### src/rtl/expr_lane_pipe_if.sv
// ============================================================================
// Module   : expr_lane_pipe_if
// Brief    : Valid/ready operand and result bundle for expr_lane_pipe.
// Revision : 1.0 - initial release
// ============================================================================
`default_nettype none

interface expr_lane_pipe_if #(
    parameter int W     = 6,
    parameter int LANES = 4,
    parameter int CNT_W = 8
);
    logic                 in_valid;
    logic                 in_ready;
    logic [LANES*W-1:0]   a;
    logic [LANES*W-1:0]   b;
    logic [2:0]           op;
    logic                 sgn;
    logic                 out_valid;
    logic                 out_ready;
    logic [LANES*W-1:0]   y;
    logic [LANES-1:0]     ovf;
    logic [CNT_W-1:0]     ovf_count;

    modport master (
        output in_valid, a, b, op, sgn, out_ready,
        input  in_ready, out_valid, y, ovf, ovf_count
    );

    modport slave (
        input  in_valid, a, b, op, sgn, out_ready,
        output in_ready, out_valid, y, ovf, ovf_count
    );
endinterface

`default_nettype wire

### src/rtl/expr_lane_pipe.sv
// ============================================================================
// Module   : expr_lane_pipe
// Brief    : Multi-lane mixed-signedness expression evaluator behind a
//            valid/ready pipeline with a saturating overflow counter.
// Revision : 1.0 - initial release
// ============================================================================
`default_nettype none

module expr_lane_pipe #(
    parameter int W      = 6,
    parameter int LANES  = 4,
    parameter int STAGES = 2,
    parameter int CNT_W  = 8
) (
    input  logic             clk,
    input  logic             reset,
    expr_lane_pipe_if.slave  bus
);
    localparam int DW = LANES * W;

    // Returns {ovf, result} for one lane.
    function automatic logic [W:0] eval_lane(
        input logic [W-1:0] a,
        input logic [W-1:0] b,
        input logic [2:0]   op,
        input logic         sgn
    );
        logic [W:0]     ax, bx, sum, dif;
        logic [2*W-1:0] ea, eb, prod;
        logic [W-1:0]   res;
        logic           of;
        logic           lt;
        ax   = {sgn & a[W-1], a};
        bx   = {sgn & b[W-1], b};
        sum  = ax + bx;
        dif  = ax - bx;
        ea   = {{W{sgn & a[W-1]}}, a};
        eb   = {{W{sgn & b[W-1]}}, b};
        prod = ea * eb;
        lt   = sgn ? ($signed(a) < $signed(b)) : (a < b);
        res  = '0;
        of   = 1'b0;
        case (op)
            3'd0: begin
                res = sum[W-1:0];
                of  = sgn ? (sum[W] ^ sum[W-1]) : sum[W];
            end
            3'd1: begin
                res = dif[W-1:0];
                of  = sgn ? (dif[W] ^ dif[W-1]) : dif[W];
            end
            3'd2: begin
                res = prod[W-1:0];
                // Signed fit means the top W+1 product bits are all copies of the sign.
                of  = sgn ? !((&prod[2*W-1:W-1]) || !(|prod[2*W-1:W-1]))
                          : (|prod[2*W-1:W]);
            end
            3'd3: begin
                if ({1'b0, b} >= (W+1)'(W)) begin
                    res = sgn ? {W{a[W-1]}} : '0;
                end else if (sgn) begin
                    res = $signed(a) >>> b;
                end else begin
                    res = a >> b;
                end
            end
            3'd4: res = {{(W-1){1'b0}}, lt};
            3'd5: res = {{(W-1){1'b0}}, (|a) && (|b)};
            3'd6: res = {{(W-1){1'b0}}, ~^a};
            3'd7: res = (|a) ? b : ~b;
            default: res = '0;
        endcase
        return {of, res};
    endfunction

    logic [DW-1:0]     w_y;
    logic [LANES-1:0]  w_ovf;

    for (genvar l = 0; l < LANES; l++) begin : g_lane
        logic [W:0] w_res;
        always_comb w_res = eval_lane(bus.a[(LANES-1-l)*W +: W],
                                      bus.b[(LANES-1-l)*W +: W],
                                      bus.op, bus.sgn);
        assign w_y[(LANES-1-l)*W +: W] = w_res[W-1:0];
        assign w_ovf[LANES-1-l]        = w_res[W];
    end

    logic [STAGES-1:0] r_vld;
    logic [DW-1:0]     r_y   [STAGES];
    logic [LANES-1:0]  r_ovf [STAGES];
    logic [CNT_W-1:0]  r_cnt;
    logic [STAGES-1:0] w_load;

    // A stage may load when empty or when its occupant leaves this cycle.
    always_comb begin : p_load
        logic w_free;
        w_free = bus.out_ready;
        for (int i = STAGES - 1; i >= 0; i--) begin
            w_load[i] = !r_vld[i] || w_free;
            w_free    = w_load[i];
        end
    end

    always_ff @(posedge clk) begin
        if (reset) begin
            r_vld <= '0;
            r_cnt <= '0;
            for (int i = 0; i < STAGES; i++) begin
                r_y[i]   <= '0;
                r_ovf[i] <= '0;
            end
        end else begin
            if (w_load[0]) begin
                r_vld[0] <= bus.in_valid;
                r_y[0]   <= w_y;
                r_ovf[0] <= w_ovf;
            end
            for (int i = 1; i < STAGES; i++) begin
                if (w_load[i]) begin
                    r_vld[i] <= r_vld[i-1];
                    r_y[i]   <= r_y[i-1];
                    r_ovf[i] <= r_ovf[i-1];
                end
            end
            if (r_vld[STAGES-1] && bus.out_ready && (|r_ovf[STAGES-1]) && (r_cnt != '1)) begin
                r_cnt <= r_cnt + CNT_W'(1);
            end
        end
    end

    assign bus.in_ready  = w_load[0];
    assign bus.out_valid = r_vld[STAGES-1];
    assign bus.y         = r_y[STAGES-1];
    assign bus.ovf       = r_ovf[STAGES-1];
    assign bus.ovf_count = r_cnt;

endmodule

`default_nettype wire
### src/flat_wrapper.sv
// flat-port wrapper written by rule: the top's interface ports become plain ports
module expr_lane_pipe_flat 
#(
    parameter int W      = 6,
    parameter int LANES  = 4,
    parameter int STAGES = 2,
    parameter int CNT_W  = 8
)
  (clk, reset, bus_in_valid, bus_a, bus_b, bus_op, bus_sgn, bus_out_ready, bus_in_ready, bus_out_valid, bus_y, bus_ovf, bus_ovf_count);
  expr_lane_pipe_if #(.W(W), .LANES(LANES), .CNT_W(CNT_W)) bus_i ();
  input  logic clk;
  input  logic reset;
  input wire logic [$bits(bus_i.in_valid)-1:0] bus_in_valid;
  input wire logic [$bits(bus_i.a)-1:0] bus_a;
  input wire logic [$bits(bus_i.b)-1:0] bus_b;
  input wire logic [$bits(bus_i.op)-1:0] bus_op;
  input wire logic [$bits(bus_i.sgn)-1:0] bus_sgn;
  input wire logic [$bits(bus_i.out_ready)-1:0] bus_out_ready;
  output wire logic [$bits(bus_i.in_ready)-1:0] bus_in_ready;
  output wire logic [$bits(bus_i.out_valid)-1:0] bus_out_valid;
  output wire logic [$bits(bus_i.y)-1:0] bus_y;
  output wire logic [$bits(bus_i.ovf)-1:0] bus_ovf;
  output wire logic [$bits(bus_i.ovf_count)-1:0] bus_ovf_count;
  assign bus_i.in_valid = bus_in_valid;
  assign bus_i.a = bus_a;
  assign bus_i.b = bus_b;
  assign bus_i.op = bus_op;
  assign bus_i.sgn = bus_sgn;
  assign bus_i.out_ready = bus_out_ready;
  assign bus_in_ready = bus_i.in_ready;
  assign bus_out_valid = bus_i.out_valid;
  assign bus_y = bus_i.y;
  assign bus_ovf = bus_i.ovf;
  assign bus_ovf_count = bus_i.ovf_count;
  expr_lane_pipe #(.W(W), .LANES(LANES), .STAGES(STAGES), .CNT_W(CNT_W)) u_core (.clk(clk), .reset(reset), .bus(bus_i));
endmodule
### config.mk
export PLATFORM = sky130hd
export DESIGN_NAME = expr_lane_pipe_flat
export DESIGN_NICKNAME = d
export VERILOG_FILES = /design/src/rtl/expr_lane_pipe_if.sv /design/src/rtl/expr_lane_pipe.sv /design/src/flat_wrapper.sv
export SDC_FILE = /design/constraint.sdc
export NUM_CORES = 1
export LEC_CHECK = 0
export ABC_AREA = 1
export CAP_MARGIN = 40
export CORE_MARGIN = 4
export CORE_UTILIZATION = 55
export DETAILED_ROUTE_END_ITERATION = 6
export GPL_TIMING_DRIVEN = 1
export PLACE_DENSITY = 0.75
export SLEW_MARGIN = 20
export SYNTH_ARGS = -nofsm -noshare
export SYNTH_HDL_FRONTEND = slang
export SYNTH_SLANG_ARGS = --single-unit
### constraint.sdc
create_clock -name clk -period 12.95 [get_ports clk]
set_input_delay 1.9425 -clock clk [delete_from_list [all_inputs] [get_ports clk]]
set_output_delay 1.9425 -clock clk [all_outputs]
set_load 0.05 [all_outputs]
Word-level counts from Yosys, hierarchy flattened
Memory sizes are Yosys's and may differ from the RTL's.
Index checks and enable logic that the tools add are counted.
{"block": "totals", "register_bits": 10, "mem_bits_rw": 56, "inputBits": 56, "output_inout_bits": 38, "wordCells": 171, "mem_count": 2}
{"block": "classes", "n_addsub": 9, "mul": 4, "magnitude_cmp": 12, "eq_ne": 8, "shift": 8, "muxes": 52, "bitwise": 24, "n_reduce_logical": 49}
{"name": "u_core.r_y", "words": 2, "word_bits": 24, "read_ports": 2, "rd_clocked_by_memory_dff": 0, "write_ports": 2, "line_no": "expr_lane_pipe.sv:89", "rtl": "logic [DW-1:0] r_y [STAGES];"}
{"name": "u_core.r_ovf", "words": 2, "word_bits": 4, "read_ports": 2, "rd_clocked_by_memory_dff": 0, "write_ports": 2, "line_no": "expr_lane_pipe.sv:90", "rtl": "logic [LANES-1:0] r_ovf [STAGES];"}
{"cell": "6-bit one-hot mux with 8 select lines", "n": 4}
{"cell": "6-bit two-way mux", "n": 16}
{"cell": "6-bit OR reduction", "n": 12}
{"cell": "6-bit < comparator", "n": 8}
{"cell": "7-bit by 7-bit multiplier with 12-bit output", "n": 4}
{"cell": "24-bit two-way mux", "n": 2}
{"cell": "7-bit adder", "n": 4}
{"cell": "7-bit AND reduction", "n": 4}
{"cell": "7-bit OR reduction", "n": 4}
{"cell": "7-bit subtractor", "n": 4}
{"cell": "6-bit by 3-bit greater-or-equal comparator with 1-bit output, second input constant", "n": 4}
{"cell": "1-bit two-way mux", "n": 24}
{"cell": "6-bit inverter", "n": 4}
{"cell": "6-bit XNOR reduction", "n": 4}
{"cell": "6-bit by 6-bit >> shifter with 6-bit output", "n": 4}
{"cell": "6-bit by 6-bit >>> shifter with 6-bit output", "n": 4}
{"cell": "3-bit == test, second input constant", "n": 4}
{"cell": "1-bit one-hot mux with 3 select lines", "n": 4}
{"cell": "1-bit logical NOT", "n": 10}
{"cell": "8-bit by 1-bit adder with 8-bit output, second input constant", "n": 1}
{"cell": "1-bit bitwise AND", "n": 8}
{"cell": "4-bit two-way mux", "n": 2}
{"cell": "8-bit inequality test, second input constant", "n": 1}
{"cell": "1-bit bitwise XOR", "n": 8}
{"cell": "other kinds (7)", "n": 22}

Depth between registers and ports, before layout
Gate-level depths: netlist of run 1.
{"block": "depth", "word_depth": 9, "ltp_mapped": 25}

Least setup slack after synthesis of run 1
Ideal clock, no wire load.
{"block": "synth_timing", "path_type": "in2reg", "startpoint": "in bus_b[7]", "endpoint": "mem u_core.r_ovf[0][1], data pin", "setup_time_ps": 272, "arrival_ps": 5983, "required_ps": 12678, "slack_ps": 6696, "path_stages": 20, "n_path_buf": 2, "path_cell_list": "buf_2 -> inv_1 -> clkbuf_1 -> nor2_1 -> inv_1 -> fa_1 -> fa_1 -> fa_1 -> inv_1 -> fa_1 -> ha_1 -> a21oi_1 -> o21a_1 -> nand3b_1 -> nand2_1 -> inv_1 -> nor2_1 -> nand2_1 -> nand3_1 -> a21oi_1"}
{"element": "from (decl)", "line_no": "flat_wrapper.sv:15", "rtl": "input wire logic [$bits(bus_i.b)-1:0] bus_b;"}
{"element": "to (decl)", "line_no": "expr_lane_pipe.sv:90"}

==> results.md, run 1 <==
- Routed Antenna Nets: 0
- Slew HR: 46.8%
- Startpoint Class: input port
- H-tree Lvls: 3
- Post-DP HPWL: 34.0 mm
- DRT iter0 DRCs: 1,498
- Failing checks: DRC
- Max-cap violations: 0
- Top_reg_cell synth: edfxtp_1
- Clock Sinks: 66
- Post-synthesis mux area share: 0%
- Worst Path Max Fanout: 14
- Initial antenna violation count: 0
- Worst-path cell chain: clkdlybuf4s50_1, inv_1, nor2_1, inv_1, fa_1, fa_1, fa_1, inv_1, fa_1, ha_1, a21oi_1, o21a_1, nand3_1, nand2_1, inv_1, nor2_1, nand2_1, nand3_1, a21oi_1
- Via Count: 14,800
- Final period util: 53.8%
- Clk pin slew, worst setup/hold paths: 0.06 ns
- Yosys cell types: 53
- Overflow after GRT: 0
- Status: finished, violations left
- Crit-path max cell delay: 0.77 ns
- Gate Count Post-Synth: 2,250
- Avg Cell Area, Syn: 6.78 µm²
- Cell Rows: 60
- Commonest non-fill, non-tap cells in the layout: 565 x nand2_1, 471 x inv_1, 161 x ha_1
- Peak supply drop: 0.0594 mV
- Critical path class: in2reg
- GRT Util Overall: 28.0%
- Cts hold-fix bufs: 0
- Fin crit period: 6.97 ns
- Vias in the first global route: 14,300
- Crit. End Element: flop
- Diode count: 0
- Longest Clk Path Bufs: 2
- Die area: 30,500 µm²
- Sequential cell area fraction in the yosys report: 12.3%
- Layout cells sized above 1: 3.30%
- Hold WC Path Type: reg2reg
- RD Place Congestion: 0.964
- Synth Register Bits: 66
- Die Height: 175 µm
- Post-cts resize count: 0
- Post-synthesis xor/xnor area fraction: 2.35%
- Layout overhead on the synthesized area: 7.73%
- EDFF count, synth: 56
- Worst clock skew: 0.0141 ns
- Max frequency: 144 MHz
- Largest net degree at the start of global routing: 53
- Worst endpoint required time: 13.03 ns
- Final Max Tran Viols: 0
- Post-CTS Setup Bufs: 0
- Complex-gate fraction of the synthesized area: 11.5%
- CTS tree: done
- Final-report hold violation count: 0
- Cell Area, Synth: 15,300 µm²
- First-pass DRT Iterations: 7
- Post-Synth Adder-Cell Area: 31.1%
- Pwr dens: 101 nW/µm²
- Worst-Skew Late Latency: 0.35 ns
- Commonest non-fill, non-tap cell in the layout: nand2_1
- CP arrival: 7.04 ns
- Post-Route WL: 42.9 mm
- CORE AREA: 27,100 µm²
- P_leak: 0.00879 µW
- DRC: 1
- Combinational family with the most area after synthesis: adder cells
- Fin Hold WS: 0.470 ns
- # setup viols final: 0
- I/O Buffers: 93
- Avg WL per Cell: 16.3 µm
- First-pass GRT wire length: 70.8 mm
- Net Count, Synth: 2,603
- Yosys warning count: 0
- Crit-path slowest cell: clkdlybuf4s50_1
- Ports: 94
- Simple logic cell fraction of the synthesized area: 26.9%
- Starting Density: 56.3%
- Async set-reset flop share out of synthesis: 0%
- Setup TNS: 0 ns
- Via-to-Cell Ratio: 5.59
- Total CTS buffers: 9
- Root buf cell: clkbuf_16
- Fin nets: 2,618
- RSZ-0062 raised after global routing: false
- Slew @ Worst Pin: 0.798 ns
- Die width: 175 µm
## cell usage after synthesis (all sizes together) (4+ instances only)
| cell type | instances | area, µm² |
|---|---|---|
| ha | 161 | 2010 |
| a211oi | 4 | 30.0 |
| o21ai | 112 | 572 |
| nor2 | 139 | 554 |
| nand3b | 11 | 82.6 |
| a21oi | 123 | 619 |
| o211ai | 9 | 67.6 |
| o21bai | 5 | 37.5 |
| xnor2 | 11 | 96.3 |
| clkinv | 4 | 15.0 |
| xor2 | 30 | 263 |
| nor4 | 4 | 25.0 |
| buf | 77 | 515 |
| a31o | 5 | 43.8 |
| fa | 136 | 2720 |
| nand3 | 148 | 771 |
| inv | 485 | 1820 |
| nand2 | 578 | 2220 |
| o221ai | 6 | 52.6 |
| o21a | 6 | 45.0 |
| dfxtp | 10 | 200 |
| nand4 | 54 | 338 |
| edfxtp | 56 | 1680 |
| a31oi | 16 | 100 |
| clkbuf | 21 | 78.8 |
| nor3 | 14 | 86.3 |
| a221oi | 4 | 35.0 |
## stage by stage
step | setup slack, ns | instances | area [µm²] | utilization [%] | power (µW)
final | 5.98 | 2642 | 16400 | 60.6 | 1650
after detailed placement | 5.68 | 2626 | 16100 | 59.5 | 1390
after floorplan | 6.70 | 2250 | 15300 | - | 1150
after global routing | 5.61 | 2642 | 16400 | 60.6 | 1840
after global placement | 5.78 | 2624 | 16100 | 59.4 | 1360
after CTS | 6.04 | 2642 | 16400 | 60.6 | 1650
## power breakdown
| part | internal, µW | switching [µW] | total, µW |
|---|---|---|---|
| clock | 150 | 106 | 256 |
| sequential | 253 | 7.65 | 261 |
| combinational | 418 | 719 | 1140 |
| total | 822 | 833 | 1650 |
## area by class of cell
class	instances	area [µm²]
well taps	372	465
repair buffers	102	1000
flip-flops and latches	66	1880
fillers	2558	10700
clock inverters	7	76.3
clock buffers	9	225
multi-input cells	1597	10900
inverters	489	1840
## layer usage
metal / global-route usage [%] / wire length (µm) / up-vias
met5: 0 / 0 / -
met4: 8.22 / 1230 / 0
li1: - / - / 7131
met3: 3.39 / 3540 / 107
met1: 38.9 / 18600 / 6878
met2: 46.2 / 19600 / 659
## registers in the layout, summed over array words and instances (netlist names)
register,count
u_core.r_y,48
u_core.r_vld,2
u_core.bus.ovf_count,8
u_core.r_ovf,8
## kinds of logic (layout without fill, tap and decap cells)
family | after synthesis | in the layout
compound gates | 308 | 308
simple gates | 951 | 951
fa+ha+maj | 297 | 297
buf+inv | 587 | 607
xor+xnor | 41 | 41
flops | 66 | 66
## path summary, 6_finish.rpt
| check | start | to | slack, ns | depth (start not counted) |
|---|---|---|---|---|
| worst min register to register | u_core.bus.ovf_count[4] | u_core.bus.ovf_count[4] | 0.47 | 2 |
| worst max-delay path | bus_b[1] | u_core.r_ovf[0][0] | 5.98 | 19 |
| worst min-delay path | u_core.bus.ovf_count[4] | u_core.bus.ovf_count[4] | 0.47 | 2 |
| worst max register to register | u_core.r_vld[1] | u_core.r_y[0][4] | 10.72 | 8 |
## worst max-delay path: cells and delay by family
kind | cells | cell delay, ns
AOI/OAI and AO/OA | 3 | 0.40
adders and majority gates | 5 | 2.59
buffers and inverters | 5 | 1.40
and+or+nand+nor | 6 | 0.70
Power figures use the tool's default switching activity.
==> run 2: changes to the inputs <==
Clock period 12.95 ns to 7 ns, I/O delays scaled along.
==> run 2 against run 1 <==
Net effect: the run now ends clean; clock skew decreased by 0.0042 ns; die area unchanged; clock-buffer cell count unchanged; largest cell class unchanged; largest power group unchanged; highest routed layer unchanged.
==> results.md, run 2 (synthesis gave the netlist of run 1 again) <==
- Post-Route WL: 43.5 mm (+1.3%)
- Fin crit period: 5.74 ns
- Commonest non-fill, non-tap cell in the layout: nand2_1
- Routed Antenna Nets: 0 (unchanged)
- Max-cap violations: 0 (unchanged)
- Crit-path slowest cell: clkdlybuf4s50_1
- CORE AREA: 27,100 µm² (unchanged)
- Overflow after GRT: 0 (unchanged)
- Avg WL per Cell: 16.3 µm (+0.56%)
- Commonest non-fill, non-tap cells in the layout: 565 x nand2_1, 471 x inv_1, 161 x ha_1
- Final-report hold violation count: 0 (unchanged)
- Critical path class: in2reg
- Via Count: 14,900 (+0.51%)
- # setup viols final: 0 (unchanged)
- Root buf cell: clkbuf_16
- Cell Rows: 60 (unchanged)
- Die area: 30,500 µm² (unchanged)
- Longest Clk Path Bufs: 2 (unchanged)
- R2R cell count: 8 (unchanged)
- Crit. End Element: flop
- GRT Util Overall: 28.2% (+0.22 points)
- Slew HR: 49.9% (+3.1 points)
- Vias in the first global route: 14,200 (-0.098%)
- Reg area: 1880 µm² (unchanged)
- Die width: 175 µm (unchanged)
- Setup TNS: 0 ns (unchanged)
- Seq pwr share: 15.5% (-0.3 points)
- Pwr dens: 187 nW/µm² (+85%)
- Hold WC Path Type: reg2reg
- Ports: 94 (unchanged)
- Psw: 1540 µW (+84%)
- Switching part of the total: 49.5% (-0.80 points)
- Worst-Skew Late Latency: 0.34 ns (about the same)
- Via-to-Cell Ratio: 5.58 (-0.24%)
- Die Height: 175 µm (unchanged)
- Max frequency: 174 MHz
- Fin nets: 2,638 (+0.76%)
- Comb pwr share: 68.2% (-0.5 points)
- Post-DP HPWL: 34.9 mm (+2.6%)
- CP arrival: 5.80 ns (-1.24 ns)
- Hold depth: 2 (unchanged)
- Peak supply drop: 0.137 mV (+130%)
- RSZ-0062 raised after global routing: false
- Final Max Tran Viols: 0 (unchanged)
- DRT iter0 DRCs: 1,309 (-13%)
- Slew @ Worst Pin: 0.746 ns (-0.0521 ns)
- Worst clock skew: 0.00985 ns (-0.00424 ns)
- Initial antenna violation count: 0 (unchanged)
- P_leak: 0.00890 µW (+1.3%)
- Starting Density: 56.3% (unchanged)
- First-pass GRT wire length: 71.0 mm (+0.35%)
- Clock Sinks: 66 (unchanged)
- I/O Buffers: 93 (unchanged)
- Max FFs per register: 48 (unchanged)
- Worst-path cell chain: clkdlybuf4s50_1, inv_1, nor2_1, inv_1, fa_1, fa_1, fa_1, inv_1, fa_1, ha_1, a21oi_1, o21a_1, nand3b_1, nand2_1, inv_1, nor2_1, nand2_1, nand3_1, a21oi_1
- Total CTS buffers: 9 (unchanged)
- Crit-path max cell delay: 0.80 ns (+0.03 ns)
- RD Place Congestion: 0.945 (-2.0%)
- Largest Register: u_core.r_y
- CTS tree: done
- Clock network fraction of design power: 16.3% (+0.8 points)
- Fillcell total: 2,596 (+1.5%)
- Cts hold-fix bufs: 0 (unchanged)
- P_int: 1570 µW (+91%)
- Layout cells sized above 1: 4.15% (+0.84 points)
- Startpoint Class: input port
- Post-CTS Setup Bufs: 0 (unchanged)
- Largest net degree at the start of global routing: 42 (-21%)
- Diode count: 0 (unchanged)
- First-pass DRT Iterations: 5 (-2)
- H-tree Lvls: 3 (unchanged)
- Worst Path Max Fanout: 11 (-3)
- Status: finished, final reports clean
- Multi-input gate area: 10,900 µm² (unchanged)
- Fin Hold WS: 0.456 ns (-0.0135 ns)
- Post-cts resize count: 0 (unchanged)
- Final period util: 82.0%
- Clk pin slew, worst setup/hold paths: 0.06 ns (about the same)
- Worst endpoint required time: 7.06 ns (-5.97 ns)
- DRC: 0 (-1)
- Layout overhead on the synthesized area: 8.88%
==> run 2: cell count changes in the layout (fill, tap and decap cells not counted), sizes merged <==
cell / before / now
clkinvlp: 2 / 0
bufinv: 1 / 2
inv: 487 / 486
buf: 10 / 30
clkinv: 6 / 8
==> run 2: metrics by stage <==
stage | instances | area (µm²) | worst slack [ns] | utilization, % | total power (µW)
floorplan | 2250 | 15300 | 1.64 | - | 2120
global route | 2662 | 16600 | 0.872 | 61.3 | 3450
finish | 2662 | 16600 | 1.26 | 61.3 | 3100
detailed placement | 2645 | 16300 | 0.897 | 60.0 | 2580
CTS | 2661 | 16600 | 1.26 | 61.2 | 3100
global placement | 2643 | 16300 | 0.942 | 60.0 | 2530
==> run 2: cell type report <==
cell class                      instances  area share [%]
Multi-Input combinational cell       1597            65.9
Timing Repair Buffer                  122            6.94
Inverter                              489            11.1
Clock buffer                            9            1.36
Tap cell                              372            2.80
Clock inverter                          7           0.618
Sequential cell                        66            11.3
==> run 2: metal layers <==
layer	wire [µm]	global-route usage (%)	vias to the layer above
met5	0	0	-
met3	3530	4.22	74
met1	18700	38.5	6956
li1	-	-	7160
met4	725	5.96	0
met2	20600	47.9	661
==> run 2: power groups by stage <==
stage | registers, µW | logic (µW) | clock network [µW]
3_5_place_dp | 491 | 2090 | 0
2_1_floorplan | 489 | 1630 | 0
5_1_grt | 485 | 2440 | 532
6_report | 482 | 2120 | 504
4_1_cts | 483 | 2110 | 510
3_3_place_gp | 490 | 2040 | 0
==> run 2: final timing paths <==
check	startpoint	endpoint	slack [ns]
worst min register to register	u_core.r_vld[0]	u_core.r_vld[1]	0.46
worst max register to register	u_core.r_vld[1]	u_core.r_y[0][8]	4.81
worst max-delay path	bus_b[7]	u_core.r_ovf[0][1]	1.26
worst min-delay path	u_core.r_vld[0]	u_core.r_vld[1]	0.46
==> run 2: critical path, delay by kind of cell <==
| kind | cells | cell delay (ns) |
|---|---|---|
| adder cells (fa/ha/maj) | 5 | 2.59 |
| buffers and inverters | 5 | 1.13 |
| AND/OR/NAND/NOR | 6 | 0.62 |
| AO/OA/AOI/OAI | 3 | 0.42 |
